==> src/rtl/cordic_pkg.sv <==
// Shared defaults and tag type for the CORDIC requester arbiter.
// Holds widths, latency defaults and the tag-line record.
package cordic_pkg;

  localparam int DW_D   = 16;
  localparam int LAT_D  = 18;
  localparam int NREQ_D = 4;
  localparam int IDW    = $clog2(NREQ_D);

  // wide enough for up to 8 requesters
  localparam int TAGW = 3;

  typedef struct packed {
    logic            valid;
    logic [TAGW-1:0] id;
  } tag_t;

endpackage

==> src/rtl/cordic_arbiter_rr.sv <==
// Round-robin arbiter: pointer, rotated priority scan, one-hot grant.
// Ports: clk, rst, req, hold -> grant (one-hot), grant_id.
module rr_arbiter
  import cordic_pkg::*;
#(
  parameter int NREQ = NREQ_D,
  localparam int IW = $clog2(NREQ)
) (
  input  logic            clk,
  input  logic            rst,
  input  logic [NREQ-1:0] req,
  input  logic            hold,
  output logic [NREQ-1:0] grant,
  output logic [IW-1:0]   grant_id
);

  logic [IW-1:0] ptr;
  logic [IW-1:0] ptr_nxt;
  logic [IW-1:0] idx;
  logic          found;

  function automatic logic [IW-1:0] wrap(input int v);
    return IW'(v % NREQ);
  endfunction

  // scan ptr, ptr+1, ... and take the first requester
  always_comb begin
    grant    = '0;
    grant_id = '0;
    found    = 1'b0;
    idx      = '0;
    if (!hold && !rst) begin
      for (int k = 0; k < NREQ; k++) begin
        idx = wrap(int'(ptr) + k);
        if (!found && req[idx]) begin
          found       = 1'b1;
          grant[idx]  = 1'b1;
          grant_id    = idx;
        end
      end
    end
  end

  always_comb begin
    ptr_nxt = ptr;
    if (found) begin
      if (grant_id == IW'(NREQ - 1))
        ptr_nxt = '0;
      else
        ptr_nxt = grant_id + 1'b1;
    end
  end

  always_ff @(posedge clk or posedge rst) begin
    if (rst)
      ptr <= '0;
    else
      ptr <= ptr_nxt;
  end

endmodule

==> src/rtl/cordic_arbiter.sv <==
// Shares one fixed-latency CORDIC among NREQ requesters with tag routing.
// Ports: req_* in/ready, cor_in_* issue, cor_out_* return, res_* demux, busy, err_orphan.
module cordic_arbiter
  import cordic_pkg::*;
#(
  parameter int DW   = DW_D,
  parameter int NREQ = NREQ_D,
  parameter int LAT  = LAT_D
) (
  input  logic               clk,
  input  logic               rst,
  input  logic [NREQ-1:0]    req_valid,
  input  logic [NREQ*DW-1:0] req_x,
  input  logic [NREQ*DW-1:0] req_y,
  output logic [NREQ-1:0]    req_ready,
  input  logic               hold,
  output logic               cor_in_valid,
  output logic [DW-1:0]      cor_in_x,
  output logic [DW-1:0]      cor_in_y,
  input  logic               cor_out_valid,
  input  logic [DW-1:0]      cor_out_mag,
  input  logic [DW-1:0]      cor_out_ang,
  output logic [NREQ-1:0]    res_valid,
  output logic [DW-1:0]      res_mag,
  output logic [DW-1:0]      res_ang,
  output logic               busy,
  output logic               err_orphan
);

  localparam int IW = $clog2(NREQ);

  logic [IW-1:0] gid;
  logic          hs;
  logic [DW-1:0] sel_x;
  logic [DW-1:0] sel_y;
  logic [IW-1:0] in_id;
  tag_t          tl [LAT];
  tag_t          tail;
  logic          any_tag;

  rr_arbiter #(.NREQ(NREQ)) u_arb (
    .clk      (clk),
    .rst      (rst),
    .req      (req_valid),
    .hold     (hold),
    .grant    (req_ready),
    .grant_id (gid)
  );

  // grant is only ever given to an active requester
  assign hs = |req_ready;

  always_comb begin
    sel_x = req_x[int'(gid)*DW +: DW];
    sel_y = req_y[int'(gid)*DW +: DW];
  end

  always_ff @(posedge clk or posedge rst) begin
    if (rst) begin
      cor_in_valid <= 1'b0;
      cor_in_x     <= '0;
      cor_in_y     <= '0;
      in_id        <= '0;
    end else begin
      cor_in_valid <= hs;
      if (hs) begin
        cor_in_x <= sel_x;
        cor_in_y <= sel_y;
        in_id    <= gid;
      end
    end
  end

  // stage 0 captures the issue registers; the last stage
  // lines up with the CORDIC result strobe
  always_ff @(posedge clk or posedge rst) begin
    if (rst) begin
      for (int k = 0; k < LAT; k++)
        tl[k] <= '0;
    end else begin
      tl[0].valid <= cor_in_valid;
      tl[0].id    <= TAGW'(in_id);
      for (int k = 1; k < LAT; k++)
        tl[k] <= tl[k-1];
    end
  end

  assign tail = tl[LAT-1];

  always_ff @(posedge clk or posedge rst) begin
    if (rst) begin
      res_valid  <= '0;
      res_mag    <= '0;
      res_ang    <= '0;
      err_orphan <= 1'b0;
    end else begin
      res_valid <= '0;
      if (cor_out_valid && tail.valid) begin
        res_valid <= NREQ'(1) << tail.id;
        res_mag   <= cor_out_mag;
        res_ang   <= cor_out_ang;
      end
      if (cor_out_valid != tail.valid)
        err_orphan <= 1'b1;
    end
  end

  always_comb begin
    any_tag = 1'b0;
    for (int k = 0; k < LAT; k++)
      any_tag = any_tag | tl[k].valid;
  end

  assign busy = any_tag | cor_in_valid | (|res_valid);

endmodule
==> config.mk <==
export PLATFORM = sky130hd
export DESIGN_NAME = cordic_arbiter
export DESIGN_NICKNAME = d
export VERILOG_FILES = /design/src/rtl/cordic_pkg.sv /design/src/rtl/cordic_arbiter_rr.sv /design/src/rtl/cordic_arbiter.sv
export SDC_FILE = /design/constraint.sdc
export NUM_CORES = 1
export LEC_CHECK = 0
export ABC_AREA = 0
export CORE_MARGIN = 10
export CORE_UTILIZATION = 46
export DETAILED_ROUTE_END_ITERATION = 6
export DONT_BUFFER_PORTS = 1
export GPL_TIMING_DRIVEN = 0
export PLACE_DENSITY_LB_ADDON = 0.3
export SLEW_MARGIN = 20
export SYNTH_ARGS = -nofsm -noshare
export SYNTH_HDL_FRONTEND = slang
export SYNTH_SLANG_ARGS = --single-unit
==> constraint.sdc <==
create_clock -name clk -period 7.7 [get_ports clk]
set_clock_uncertainty 0.05 [all_clocks]
set_input_delay 0.77 -clock clk [delete_from_list [all_inputs] [get_ports clk]]
set_output_delay 0.77 -clock clk [all_outputs]
set_load 0.02 [all_outputs]
======== Yosys cells after proc, flatten, opt, wreduce, memory -nomap -nowiden ========
Cells that the tools add are included.
word-level totals
  flip-flop bits (word level) ............. 128
  input bits .............................. 168
  output and inout port bits .............. 75
  logic and storage cells ................. 139
operators by class
  add/subtract/negate cells ............... 4
  order comparisons ....................... 8
  eq/ne operators ......................... 2
  shift operators ......................... 3
  mux-type cells .......................... 39
  bitwise gates (word level) .............. 22
  reductions and logical operators ........ 16
operators by type and width
  operator               count
  $shiftx A64 B7 Y16     2
  $mux W4                9
  $or A1 B1 Y1           19
  $mux W1                16
  $lt A2 B3 Y1 const B   4
  $mux W2                6
  $or A4 B4 Y4           3
  $logic_and A1 B1 Y1    9
  $bmux W1 S2            4
  $demux W1 S2           4
  $ge A2 B1 Y1 const B   4
  $reduce_or A4 Y1       2
  $logic_not A1 Y1       5
  $add A2 B1 Y2 const B  2
  $add A2 B2 Y2 const B  2
  $shl A1 B2 Y4 const A  1
  $eq A2 B2 Y1 const B   1
  $ne A1 B1 Y1           1

======== Depth between registers and ports, before layout ========
Gate-level depths: netlist (run 1).
  depth in word-level cells ............... 19
  depth in mapped cells ................... 11
  gate-level depth less buffers ........... 8

======== Cells and area by module ========
A second synthesis (run 1) with hierarchy kept.
second synthesis, totals
  cells, all modules ...................... 318
  area total of the unflattened synthesis .. 5436.5 µm²
modules (own cells, without submodules)
  module          times used  cells each  area each (µm²)  sequential area each (µm²)
  cordic_arbiter  1           257         4859.7           3153.0
  rr_arbiter      1           61          576.8            50.0

======== Worst setup path before layout (run 1) ========
No wires, ideal clock.
  path type ............................... reg2out
  start point ............................. register u_arb.ptr[1]
  end point ............................... output req_ready[1]
  arrival ................................. 2744 ps
  data required time ...................... 6880 ps
  slack ................................... 4136 ps
  cell stages (with the launch flop) ...... 9
  path buffers ............................ 2
  cells stage by stage .................... dfrtp_1 > clkbuf_1 > inv_1 > ha_1 > mux4_2 > clkbuf_1 > nor3_1 > nand2_1 > a21oi_1
on the way
  cells in the longest elaborated chain, start to end .. 16
ends and longest elaborated chain
  item                                                   RTL line                 source
  start: declaration                                     cordic_arbiter_rr.sv:17  logic [IW-1:0] ptr;
  start signal: assignment                               cordic_arbiter_rr.sv:58  ptr <= ptr_nxt;
  branches (longest 14 deep; another with $lt A2 B3 Y1)  n/a
  $mux W4 (*)                                            cordic_arbiter_rr.sv:35  if (!found && req[idx]) begin
  $mux W4 (*)                                            cordic_arbiter_rr.sv:32  if (!hold && !rst) begin
  end: declaration                                       cordic_arbiter.sv:15     output logic [NREQ-1:0] req_ready,
Every way passes the cells marked *. The select of a mux whose other input is x is not followed.

======== Final worst setup path (run 1) ========
  start point ............................. register u_arb.ptr[1]
  end point ............................... output req_ready[2]
The elaborated chain is that of the path after synthesis.

==> results of run 1 <==
[synth_stat cells (3+ instances only)]
cell type / instances / area (um^2)
buf_2: 3 / 15.01
mux2_2: 39 / 439.2
nand2_1: 6 / 22.52
o21ai_0: 4 / 20.02
nand2b_1: 4 / 25.02
nor4_1: 5 / 31.28
dfrtp_1: 128 / 3203
ha_1: 9 / 112.6
mux4_2: 34 / 765.7
a21oi_1: 6 / 30.03
nor2_1: 6 / 22.52
buf_6: 7 / 78.83
inv_1: 3 / 11.26
mux2_4: 28 / 420.4
clkbuf_1: 7 / 26.28
[worst max path at each step]
| stage | slack [ns] | from | to | depth (start not counted) |
|---|---|---|---|---|
| after floorplan | 3.47 | rst | cor_in_valid | 1 |
| after global routing | 3.08 | u_arb.ptr[1] | req_ready[2] | 8 |
| final | 3.26 | u_arb.ptr[1] | req_ready[2] | 8 |
| after detailed placement | 3.58 | u_arb.ptr[1] | cor_in_y[11] | 10 |
| after CTS | 3.27 | u_arb.ptr[1] | req_ready[2] | 8 |
| after global placement | 2.32 | rst | res_mag[10] | 1 |
[area by class of cell]
type	count	share of cell area
flip-flops and latches	128	0.5029
multi-input cells	176	0.3499
clock buffers	22	0.07446
well taps	147	0.02888
plain buffers	18	0.02004
clock inverters	9	0.01690
repair buffers	1	0.004322
inverters	3	0.002554
[worst max-delay path, cell delays in order (launching register included)]
cell and delay [ns]:
dfrtp_1 0.43, clkbuf_1 0.37, inv_1 0.17, ha_1 0.40, mux4_2 0.58, clkbuf_1 0.22
nor3_1 0.48, nand2_1 0.12, a21oi_1 0.45
[logic make-up (layout without fill, tap and decap cells)]
logic type / after synthesis / in the layout / share of synthesized area
DFF: 128 / 128 / 0.5750
xor gates and xnor gates: 2 / 2 / 0.003145
buffers and inverters: 21 / 53 / 0.02493
muxes: 106 / 106 / 0.3068
AOI/OAI and AO/OA: 22 / 22 / 0.03145
and+or+nand+nor: 37 / 37 / 0.03841
adders and majority gates: 9 / 9 / 0.02022
[per-stage QoR]
stage | setup slack (ns) | std cells | power (uW) | instance area [um^2] | utilization
2_1_floorplan | 3.467 | 325 | 1974 | 5570 | -
3_3_place_gp | 2.324 | 472 | 2132 | 5754 | 0.4831
3_5_place_dp | 3.583 | 473 | 2167 | 5787 | 0.4858
4_1_cts | 3.269 | 504 | 2964 | 6369 | 0.5347
5_1_grt | 3.079 | 504 | 3088 | 6369 | 0.5347
6_report | 3.263 | 504 | 2918 | 6369 | 0.5347
[state kept, by name, indices dropped and copies added, names as in the netlist]
register / cells
tl: 51
err_orphan: 1
u_arb.ptr: 2
tail: 3
res_valid: 4
cor_in_x: 16
in_id: 2
res_mag: 16
cor_in_valid: 1
cor_in_y: 16
res_ang: 16
[power groups by stage]
stage / Clock, uW / Combinational [uW] / Sequential [uW]
2_1_floorplan: 0 / 671 / 1300
3_3_place_gp: 0 / 752 / 1380
3_5_place_dp: 0 / 780 / 1390
4_1_cts: 799 / 782 / 1380
5_1_grt: 835 / 843 / 1410
6_report: 775 / 774 / 1370
[per-layer routing]
layer / wire [um] / up-vias / share of wire / GRT usage
li1: - / 1260 / - / -
met1: 4508 / 1513 / 0.35 / 0.1629
met4: 134 / 0 / 0.010 / 0.06151
met2: 6742 / 164 / 0.52 / 0.2519
met5: 0 / - / 0 / 0
met3: 1634 / 8 / 0.13 / 0.09452
==> impl_results.rst, run 1 <==
.. list-table::
   :header-rows: 1

   * - Metric
     - Value
   * - Arrival time reported for the critical path endpoint
     - approximately 3.6 ns
   * - X dimension of the die
     - ~130 um
   * - Final Hold Fails
     - 0
   * - Tightest Pin Transition
     - around 0.53 ns
   * - Type of the tightest min-delay check
     - in -> async
   * - Worst R2R Setup Slack
     - approximately 3.6 ns
   * - Count of fill cells added during filler insertion
     - slightly below 1k
   * - Net count after synthesis
     - around 500
   * - Cell at the root of the clock tree
     - clkbuf_16
   * - WL/cell
     - 25.83 um
   * - Total leakage power
     - between 0.002 and 0.003 uW
   * - Count of unique library cells instantiated by Yosys
     - 42
   * - Worst reg2reg path startpoint
     - u_arb.ptr[1]
   * - Primary flip-flop cell chosen by synthesis mapping
     - dfrtp_1
   * - Final Max Tran Viols
     - 0
   * - Critical path type
     - reg -> out
   * - End of the worst register-to-register path
     - cor_in_y[14]
   * - Quantity of hold-fixing buffers added after cts
     - 0
   * - Setup-failing EPs final
     - 0
   * - Setup TNS Final
     - 0 ns
   * - Power density relative to cell area
     - around 460 mW/mm^2
   * - Postcts setup bufs
     - 0
   * - Placed wire-length estimate after detailed placement
     - just over 10 mm
   * - Relative slew margins
     - 0.6448
   * - Hold WS
     - roughly 0.18 ns
   * - Drt first pass iters
     - 4
   * - Mean instance size in the synthesized netlist
     - roughly 17 um^2
   * - Final critical-path share of the clock period
     - 0.5762
   * - Total number of yosys warnings
     - 0
   * - Setup repair after global routing missed its margin
     - false
   * - Via count
     - 2,945
   * - Final net count
     - 522
   * - Clock input transition at the sequential cells of the worst setup and hold paths
     - 0.06 ns
   * - Largest buffer count on any clock path
     - 2
   * - Num Clock Sinks
     - 128
   * - DRT iter0 DRCs
     - 125
   * - Post-CTS Resized
     - 0
   * - Maximum achievable frequency
     - between 0.2 and 0.25 GHz
   * - GR Overflow Total
     - 0
   * - Sort of element at the start of the critical path
     - register
   * - Worst VDD drop
     - around 0.00020 V
   * - Clock tree from TritonCTS
     - yes
   * - Sequential power share
     - 0.469
   * - Share of total power consumed by net switching
     - 0.3465
   * - Number of standard-cell rows in the floorplan
     - 40
   * - Count of nets left with antenna violations after detail routing
     - 0
   * - Via/cell ratio
     - 5.843
   * - Post-synthesis sequential area ratio
     - 0.5750
   * - Register bit total from synthesis
     - between 100 and 150
   * - DRC violation count after routing
     - 0
   * - Number of flops mapped to enable cells by yosys
     - 0
   * - Number of max-cap violations
     - 0
   * - Total net switching power
     - just over 1000 uW
   * - Chip height
     - 130.0 um
   * - Combinational share of power
     - 0.265
   * - # port buffers
     - 0
   * - TritonCTS buffer count
     - 17
   * - Required time of the worst setup path
     - between 6 and 7 ns
   * - Endpoint type of the worst setup path
     - primary output
   * - Commonest cells after routing, fill and taps aside
     - dfrtp_1, mux2_2, mux4_2
   * - CTS H-Tree Depth
     - 4
   * - Wire length of the first global-routing pass
     - 19.63 mm
   * - Most common library cell in the layout ignoring fill and taps
     - dfrtp_1
   * - Count of cells along the worst register-to-register path
     - 10
   * - Top-level I/O count
     - approximately 240
   * - Clock latency of the later-clocked register in the worst-skew pair
     - between 0.4 and 0.5 ns
   * - Register Area
     - 0.003203 mm^2
   * - Die Area
     - approximately 0.017 mm^2
   * - Syn Inst Count
     - between 300 and 400
   * - Share of cells above drive strength 1
     - 0.4146
   * - Initial antenna violation count
     - 0
   * - Final GP Congestion
     - about 0.85
   * - Pin count of the biggest net entering global routing
     - between 80 and 90
   * - Routed wire length
     - 13.02 mm
   * - Status
     - completed
   * - Internal power
     - between 1500 and 2000 uW
   * - Gr usage total
     - 0.1562
   * - Min cycle time layout
     - between 4 and 5 ns
   * - Area of combinational cells with multiple inputs
     - 0.002228 mm^2
   * - Via count of the first global-routing pass
     - between 3k and 4k
   * - Placeable core region
     - 0.01191 mm^2
   * - Share of flip-flops with an asynchronous set or reset
     - 1.000
   * - Starting density of the core
     - 0.4676
   * - Area growth syn-to-layout
     - 14.33%
   * - Critical-path maximum fanout
     - 10
   * - Share of total power in the clock network
     - 0.266
   * - Cell area after synthesis
     - roughly 0.0056 mm^2
   * - Diodes inserted
     - 0
(Power assumes the default switching activity.)
==> run 2: changes to the inputs <==
==> constraint.sdc (replaced) <==
create_clock -name clk -period 4.6 [get_ports clk]
set_clock_uncertainty 0.05 [all_clocks]
set_input_delay 0.46 -clock clk [delete_from_list [all_inputs] [get_ports clk]]
set_output_delay 0.46 -clock clk [all_outputs]
set_load 0.02 [all_outputs]
==> run 2 against run 1 <==
Cell area increased by 0.16%. Total power grew 67%. Global-route usage about the same. Clock-buffer cell count stayed put. Non-clock buffer count rose by 1. Critical path depth unchanged. Clock power rose by 68%. Wire length up 0.11%. Critical path type unchanged.
==> impl_results.rst, run 2 (synthesized netlist as in run 1, its figures left out) <==
.. list-table::
   :header-rows: 1

   * - Metric
     - Value
   * - Status
     - completed (unchanged)
   * - Worst VDD drop
     - 0.0003308 V (was 0.0001976 V)
   * - Most common library cell in the layout ignoring fill and taps
     - dfrtp_1 (unchanged)
   * - Top sig layer
     - met4 (unchanged)
   * - CP most frequent cell
     - clkbuf_1 (unchanged)
   * - Total leakage power
     - 0.002756 uW (was 0.002752 uW)
   * - WL/cell
     - 25.81 um (was 25.83 um)
   * - Largest stage delay on the critical path
     - 0.58 ns (about the same)
   * - Tightest Pin Transition
     - 0.5328 ns (about the same)
   * - Setup TNS Final
     - 0 ns (unchanged)
   * - Worst slack, placed
     - 0.4830 ns (was 3.583 ns)
   * - DRC violation count after routing
     - 0 (unchanged)
   * - Sort of element at the start of the critical path
     - register (unchanged)
   * - Endpoint type of the worst setup path
     - primary output (unchanged)
   * - Crit path buffers/inverters
     - 3 (unchanged)
   * - Num Clock Sinks
     - 128 (unchanged)
   * - Met2 layer wire length in the routed design
     - 6.732 mm (was 6.742 mm)
   * - Area growth syn-to-layout
     - 14.51% (was 14.33%)
   * - Initial antenna violation count
     - 0 (unchanged)
   * - Post-CTS Resized
     - 0 (unchanged)
   * - CTS H-Tree Depth
     - 4 (unchanged)
   * - Crit path max-delay family
     - buffers and inverters (unchanged)
   * - Critical-path maximum fanout
     - 10 (unchanged)
   * - Pin count of the biggest net entering global routing
     - 86 (unchanged)
   * - Final critical-path share of the clock period
     - 0.8978
   * - Drt first pass iters
     - 4 (unchanged)
   * - Maximum achievable frequency
     - around 0.24 GHz
   * - Placed wire-length estimate after detailed placement
     - 10.25 mm (unchanged)
   * - Starting density of the core
     - 0.4676 (unchanged)
   * - Count of nets left with antenna violations after detail routing
     - 0 (unchanged)
   * - Chip height
     - 130.0 um (unchanged)
   * - Postcts setup bufs
     - 0 (unchanged)
   * - Die Area
     - 0.01691 mm^2 (unchanged)
   * - Wire length on met3
     - 1.634 mm (unchanged)
   * - Critical path type
     - reg -> out (unchanged)
   * - Via count of the first global-routing pass
     - 3,373 (was 3,369)
   * - Placeable core region
     - 0.01191 mm^2 (unchanged)
   * - Required time of the worst setup path
     - 4.09 ns (was 6.88 ns)
   * - Final Max Tran Viols
     - 0 (unchanged)
   * - Via count
     - 2,937 (was 2,945)
   * - Post-route met1 wirelength
     - 4.531 mm (was 4.508 mm)
   * - Setup repair after global routing missed its margin
     - false (unchanged)
   * - Wire length of the first global-routing pass
     - 19.65 mm (was 19.63 mm)
   * - Final net count
     - 523 (was 522)
   * - Arrival time reported for the critical path endpoint
     - 3.62 ns (about the same)
   * - Quantity of hold-fixing buffers added after cts
     - 1 (was 0)
   * - Min cycle time layout
     - around 4.1 ns
   * - X dimension of the die
     - 130.0 um (unchanged)
   * - Count of fill cells added during filler insertion
     - 965 (was 966)
   * - Number of max-cap violations
     - 0 (unchanged)
   * - Share of cells above drive strength 1
     - 0.4134 (was 0.4146)
   * - Cell-by-cell trace of the critical path
     - clkbuf_1 -> inv_1 -> ha_1 -> mux4_2 -> clkbuf_1 -> nor3_1 -> nand2_1 -> a21oi_1 (unchanged)
   * - Diodes inserted
     - 0 (unchanged)
   * - Hold WS
     - 0.1523 ns (was 0.1815 ns)
   * - Routed wire length
     - 13.03 mm (was 13.02 mm)
   * - Most flops, register
     - tl (unchanged)
   * - Clock tree from TritonCTS
     - yes (unchanged)
   * - Gr usage total
     - 0.1563 (was 0.1562)
   * - Cell at the root of the clock tree
     - clkbuf_16 (unchanged)
   * - Setup-failing EPs final
     - 0 (unchanged)
   * - Max FFs per register
     - 51 (unchanged)
   * - DRT iter0 DRCs
     - 136 (was 125)
   * - Relative slew margins
     - 0.6448 (about the same)
   * - Final GP Congestion
     - 0.8527 (unchanged)
   * - Power density relative to cell area
     - 766.0 mW/mm^2 (was 458.1 mW/mm^2)
   * - Setup slack of the critical path after layout
     - 0.4701 ns (was 3.263 ns)
   * - GR Overflow Total
     - 0 (unchanged)
   * - Clock latency of the later-clocked register in the worst-skew pair
     - 0.41 ns (about the same)
   * - Final Hold Fails
     - 0 (unchanged)
   * - Via/cell ratio
     - 5.816 (was 5.843)
   * - Type of the tightest min-delay check
     - in -> reg (was in -> async)
   * - Largest buffer count on any clock path
     - 2 (unchanged)
   * - Top-level I/O count
     - 243 (unchanged)
   * - Clock input transition at the sequential cells of the worst setup and hold paths
     - 0.05 ns (was 0.06 ns)
   * - # port buffers
     - 0 (unchanged)
   * - Number of standard-cell rows in the floorplan
     - 40 (unchanged)
   * - Commonest cells after routing, fill and taps aside
     - dfrtp_1, mux2_2, mux4_2 (unchanged)
   * - Cell at the slowest stage of the critical path
     - mux4_2 (unchanged)
   * - TritonCTS buffer count
     - 17 (unchanged)
run 2: cell types whose count changed in the layout (fill, tap and decap cells not counted):
| cell | delta |
|---|---|
| dlygate4sd3_1 | +1 |
run 2: cell type report:
class	count	area, um^2	area share
inverters	3	16.27	0.002550
multi-input cells	176	2228	0.3494
repair buffers	2	37.54	0.005885
well taps	147	183.9	0.02883
clock inverters	9	107.6	0.01687
flip-flops and latches	128	3203	0.5022
clock buffers	22	474.2	0.07434
plain buffers	18	127.6	0.02001
run 2: final timing paths:
kind	from	endpoint	slack [ns]	cells after the start
min in group asynchronous	rst	cor_in_x[15]	0.51	2
hold reg to reg	tl[41]	tl[37]	0.29	0
hold / removal	cor_out_ang[8]	res_ang[8]	0.15	1
setup / recovery	u_arb.ptr[1]	req_ready[2]	0.47	8
max in group asynchronous	rst	tl[39]	3.27	3
setup reg to reg	u_arb.ptr[1]	cor_in_y[14]	0.47	10
run 2: routing by layer:
layer	vias to the layer above	GRT usage
li1	1263	-
met1	1503	0.1636
met2	163	0.2519
met3	8	0.09371
met4	0	0.06151
met5	-	0
run 2: per-stage QoR:
stage | total power (uW) | cell area [um^2] | util | std cells
2_1_floorplan | 3305 | 5570 | - | 325
3_3_place_gp | 3569 | 5754 | 0.4831 | 472
3_5_place_dp | 3628 | 5787 | 0.4858 | 473
4_1_cts | 4962 | 6379 | 0.5355 | 505
5_1_grt | 5170 | 6379 | 0.5355 | 505
6_report | 4886 | 6379 | 0.5355 | 505
run 2: worst register-to-register path, cell delays in order, from the launching register on:
cell and delay (ns):
dfrtp_1 0.43, clkbuf_1 0.37, inv_1 0.17, ha_1 0.40, mux4_2 0.58, clkbuf_1 0.22, or3_1 0.39, a31oi_2 0.37
buf_2 0.38, mux4_2 0.38, mux2_4 0.27
run 2: where the power goes:
group | switching, uW | internal (uW)
Clock | 462 | 837
Sequential | 689 | 1600
Combinational | 543 | 753
